[src/rtl/dig_bus_arbiter2.sv]
// Two-master round-robin arbiter sharing one STB/ACK/WE slave bus.
// Optional ARB_TIMEOUT_EN: force-release a grant that never sees ACK.
module dig_bus_arbiter2 #(
  parameter int AW          = 32,
  parameter int DW          = 32,
  parameter int TIMEOUT_CYC = 16
) (
  input  logic          iCLK,
  input  logic          iRSTn,
  input  logic [AW-1:0] iM0_ADR,
  input  logic [DW-1:0] iM0_DAT,
  input  logic          iM0_WE,
  input  logic          iM0_STB,
  output logic [DW-1:0] oM0_DAT,
  output logic          oM0_ACK,
  input  logic [AW-1:0] iM1_ADR,
  input  logic [DW-1:0] iM1_DAT,
  input  logic          iM1_WE,
  input  logic          iM1_STB,
  output logic [DW-1:0] oM1_DAT,
  output logic          oM1_ACK,
  output logic [AW-1:0] oS_ADR,
  output logic [DW-1:0] oS_DAT,
  output logic          oS_WE,
  output logic          oS_STB,
  input  logic [DW-1:0] iS_DAT,
  input  logic          iS_ACK,
  output logic [1:0]    oGNT,
  output logic          oERR
);

  typedef enum logic [1:0] {
    IDLE,
    GNT0,
    GNT1
  } state_t;

  state_t state, state_n;
  logic   ptr, ptr_n;
  logic   g0, g1, req, done, to;

  assign g0   = (state == GNT0);
  assign g1   = (state == GNT1);
  assign oGNT = {g1, g0};
  assign req  = (g0 & iM0_STB) | (g1 & iM1_STB);
  assign done = req & (iS_ACK | to);

  // ptr holds the last master served; the other one wins a tie
  always_comb begin
    state_n = state;
    ptr_n   = ptr;
    unique case (state)
      IDLE: begin
        if (iM0_STB && (!iM1_STB || ptr))
          state_n = GNT0;
        else if (iM1_STB)
          state_n = GNT1;
      end
      GNT0: begin
        if (!iM0_STB) begin
          state_n = IDLE;
        end else if (done) begin
          ptr_n   = 1'b0;
          state_n = iM1_STB ? GNT1 : GNT0;
        end
      end
      GNT1: begin
        if (!iM1_STB) begin
          state_n = IDLE;
        end else if (done) begin
          ptr_n   = 1'b1;
          state_n = iM0_STB ? GNT0 : GNT1;
        end
      end
      default: state_n = IDLE;
    endcase
  end

  always_ff @(posedge iCLK or negedge iRSTn) begin
    if (!iRSTn) begin
      state <= IDLE;
      ptr   <= 1'b1;
    end else begin
      state <= state_n;
      ptr   <= ptr_n;
    end
  end

  always_comb begin
    oS_ADR  = '0;
    oS_DAT  = '0;
    oS_WE   = 1'b0;
    oS_STB  = 1'b0;
    oM0_ACK = 1'b0;
    oM0_DAT = '0;
    oM1_ACK = 1'b0;
    oM1_DAT = '0;
    unique case (1'b1)
      g0: begin
        oS_ADR  = iM0_ADR;
        oS_DAT  = iM0_DAT;
        oS_WE   = iM0_WE;
        oS_STB  = iM0_STB & ~to;
        oM0_ACK = iS_ACK | to;
        oM0_DAT = to ? DW'(32'hDEAD_BEEF) :
                  (iM0_WE ? '0 : iS_DAT);
      end
      g1: begin
        oS_ADR  = iM1_ADR;
        oS_DAT  = iM1_DAT;
        oS_WE   = iM1_WE;
        oS_STB  = iM1_STB & ~to;
        oM1_ACK = iS_ACK | to;
        oM1_DAT = to ? DW'(32'hDEAD_BEEF) :
                  (iM1_WE ? '0 : iS_DAT);
      end
      default: ;
    endcase
  end

`ifdef ARB_TIMEOUT_EN
  logic [7:0] cnt;

  // the strobe is withheld in the timeout cycle, so no ACK loop exists
  assign to   = req & (cnt == 8'(TIMEOUT_CYC - 1));
  assign oERR = to;

  always_ff @(posedge iCLK or negedge iRSTn) begin
    if (!iRSTn)
      cnt <= '0;
    else if (state == IDLE || state_n != state || done)
      cnt <= '0;
    else
      cnt <= cnt + 8'd1;
  end
`else
  logic unused_cfg;

  assign to         = 1'b0;
  assign oERR       = 1'b0;
  assign unused_cfg = (TIMEOUT_CYC != 0);
`endif

endmodule

[config.mk]
export PLATFORM = sky130hd
export DESIGN_NAME = dig_bus_arbiter2
export DESIGN_NICKNAME = d
export VERILOG_FILES = /design/src/rtl/dig_bus_arbiter2.sv
export SDC_FILE = /design/constraint.sdc
export NUM_CORES = 1
export LEC_CHECK = 0
export ABC_AREA = 1
export CORE_AREA = 2 2 116 118
export CTS_CLUSTER_DIAMETER = 100
export CTS_CLUSTER_SIZE = 40
export DETAILED_ROUTE_END_ITERATION = 8
export DIE_AREA = 0 0 118 120
export GPL_TIMING_DRIVEN = 0
export PLACE_DENSITY = 0.55
export SLEW_MARGIN = 20
export SYNTH_ARGS = -nofsm -noshare
export SYNTH_HDL_FRONTEND = slang
export SYNTH_SLANG_ARGS = --single-unit
[constraint.sdc]
create_clock -name iCLK -period 3.81 [get_ports iCLK]
set_input_delay 0.762 -clock iCLK [delete_from_list [all_inputs] [get_ports iCLK]]
set_output_delay 0.762 -clock iCLK [all_outputs]
set_load 0.02 [all_outputs]
==> summary.md <==
| Metric | Value |
|---|---|
| Max cap viols | 0 |
| Slew HR | 60.3% |
| Yosys cell types | 19 |
| CP endpoint kind | output port |
| Combinational family with the most area after synthesis | simple AND/OR/NAND/NOR gates |
| CTS tree | yes |
| Synth warn | 0 |
| Grt peak-use layer | met2 |
| Setup Buffers After CTS | 0 |
| Largest net degree at the start of global routing | 11 |
| Last weighted congestion value of the routability-driven placer | 0.804 |
| Pre-antenna DRT Iters | 6 |
| Hold buffer count at CTS | 0 |
| DR iter-0 viols | 103 |
| Post-synthesis compound-gate area fraction | between 10% and 20% |
| DPL Wire Length | 9.73 mm |
| Post-DR vias/cell | approximately 4.1 |
| Worst-path clk slew | 0.03 ns |
| Final setup viols | 0 |
| Via Count | approximately 3500 |
| # DRC | 0 |
| H-tree depth | 1 |
| First-pass GRT wire length | approximately 17 mm |
| Max Root-Sink Buffers | 2 |
| WL per Instance | 13.3 um |
| Met2 Use GR | between 20% and 30% |
| Antenna diode count | 0 |
| Die width | 118 um |
| Initial antenna violation count | 0 |
| Area of the multi-input gates | 1280 um^2 |
| Most frequent cells in the layout | 300 x clkdlybuf4s50_1, 153 x nand2_1, 67 x a21oi_1, 55 x nor2_1, 42 x inv_1 |
| Yosys top cell area share | between 30% and 40% |
| GR Util All Layers | 14.7% |
| Post-synth design cell area | roughly 1700 um^2 |
| Outcome | finished clean |
| Layout Utilization | 38.6% |
| Worst Path Max Fanout | 10 |
| Xor and xnor area share after synthesis | 0% |
| Post-layout min period | between 3 and 4 ns |
| Mean post-synth cell area | 4.52 um^2 |
| Sequential Area | 76.3 um^2 |
| Worst EP arrival | 2.57 ns |
| Die area | 14200 um^2 |
| PwrDens | slightly below 600 nW/um^2 |
| Slew Limit Fails | 0 |
| Cells after synthesis | 378 |
| Share of cells above drive strength 1 | between 5 and 6% |
| Critical path type | flop to output port |
| Area leader, netlist | nand2_1 |
| Core Box Area | 13000 um^2 |
| CP Launch Type | flop |
| Final Hold Viols | 0 |
| Register bit total from synthesis | 3 |
| Simple-gate share of the synthesized area | 51.8% |
| Post-CTS resize count | 0 |
| Number of global-route vias before repair | 3432 |
| Measured slew at the worst slew-check pin | 0.596 ns |
| Worst-Skew Late Latency | 0.23 ns |
| Num Clock Sinks | 3 |
| Commonest non-fill, non-tap cell in the layout | clkdlybuf4s50_1 |
| Mux cell area share after synthesis | 0% |
| Layout fillers | about 1400 |
| Chip height | 120 um |
| Clock Tree Root | clkbuf_16 |
| Sum of negative setup slack | 0 ns |
| PortBufs | 300 |
| Worst Path Required | 3.05 ns |
| Routing usage on met3 | 4.37% |
| Hold Crit Class | flop to flop |
| Antenna-violating nets left | 0 |
| Maximum vdd drop | approximately 360 uV |
| Final global-route overflow total | 0 |
| IO Pins | about 300 |
| Area grow syn2layout | 193% |
| Syn_nets | about 550 |
| CTS buffer count | 3 |
| Fin crit share | a little under 90% |
| Final Skew | 0.00189 ns |
| Highest Clock Rate | 300 MHz |
| Adder-cell share of the synthesized area | 2.93% |
| Final WL | 11.4 mm |
| Leak | roughly 2 nW |
| Post-layout nets | 854 |
| Top cells by area, synth | nand2_1 34%, a21oi_1 20%, nor2_1 12% |
| RSZ-0062 raised after global routing | no |
| Sequential fraction of the synthesis area | 4.47% |
| Row count | 42 |
| M1 GR Usage | 15.2% |
| Initial Util | 13.2% |
## synthesized netlist by cell type
cell / n
buf_1: 3
inv_2: 1
buf_2: 15
dfstp_2: 1
o21ai_0: 1
dfrtp_1: 2
nand4_1: 1
inv_1: 42
conb_1: 1
ha_1: 4
nand3_1: 6
buf_4: 7
buf_6: 3
nand2_1: 153
nor2_1: 55
clkbuf_1: 5
nor2_2: 10
a21oi_1: 67
or2_1: 1
## critical path: stages (launching register included)
cell             delay, ns
dfrtp_1               0.39
inv_1                 0.09
ha_1                  0.29
inv_1                 0.10
buf_2                 0.24
buf_1                 0.50
a21oi_1               0.14
clkdlybuf4s50_1       0.58
## metrics by stage
stage               instances  total power, mW  worst slack, ns  hold WS, ns  instance area, um^2
floorplan                 378             1.47             1.52        0.442                 1710
global placement          854             2.74            0.602        0.460                 4930
detailed placement        854             2.74            0.604        0.459                 4930
CTS                       858             2.93            0.374        0.481                 5010
global route              858             3.11            0.259        0.497                 5010
finish                    858             2.89            0.477        0.475                 5010
## flip-flops by register name (all words and copies together), names as in the netlist
signal	count
ptr	1
state	2
## cells by family after synthesis
| logic type | count (synthesis) |
|---|---|
| adder cells (fa/ha/maj) | 4 |
| buffers and inverters | 76 |
| flip-flops | 3 |
| other | 1 |
| AND/OR/NAND/NOR | 226 |
| AO/OA/AOI/OAI | 68 |
## per-layer routing
| metal | vias up | part of all wire (%) |
|---|---|---|
| li1 | 1743 | - |
| met1 | 1553 | 37 |
| met2 | 203 | 52 |
| met3 | 15 | 9.8 |
| met4 | 0 | 1.4 |
| met5 | - | 0 |
## final timing paths
check                                          start              endpoint  slack [ns]  cells past startpoint
worst min-delay path                 ptr$_DFFE_PN1P_       ptr$_DFFE_PN1P_        0.47                      2
worst max register to register  state[0]$_DFFE_PN0P_  state[0]$_DFFE_PN0P_        2.25                     10
max in group asynchronous                      iRSTn       ptr$_DFFE_PN1P_        2.87                      1
worst min register to register       ptr$_DFFE_PN1P_       ptr$_DFFE_PN1P_        0.47                      2
worst max-delay path            state[0]$_DFFE_PN0P_            oS_DAT[31]        0.48                      7
min in group asynchronous                      iRSTn  state[1]$_DFFE_PN0P_        0.72                      1
## area by class of cell
cell class                      count  area share, %
Buffer                             33           3.82
Tap cell                          176           4.39
Timing Repair Buffer              300           59.9
Sequential cell                     3           1.52
Inverter                           43           3.22
Clock buffer                        4           1.57
Multi-Input combinational cell    299           25.5
## power by group
group	total, mW	switching, mW	internal (mW)
Sequential	0.0632	0.0140	0.0492
Combinational	2.65	1.53	1.12
Clock	0.171	0.0326	0.138
Total	2.89	1.58	1.31
(Power assumes the default switching activity.)
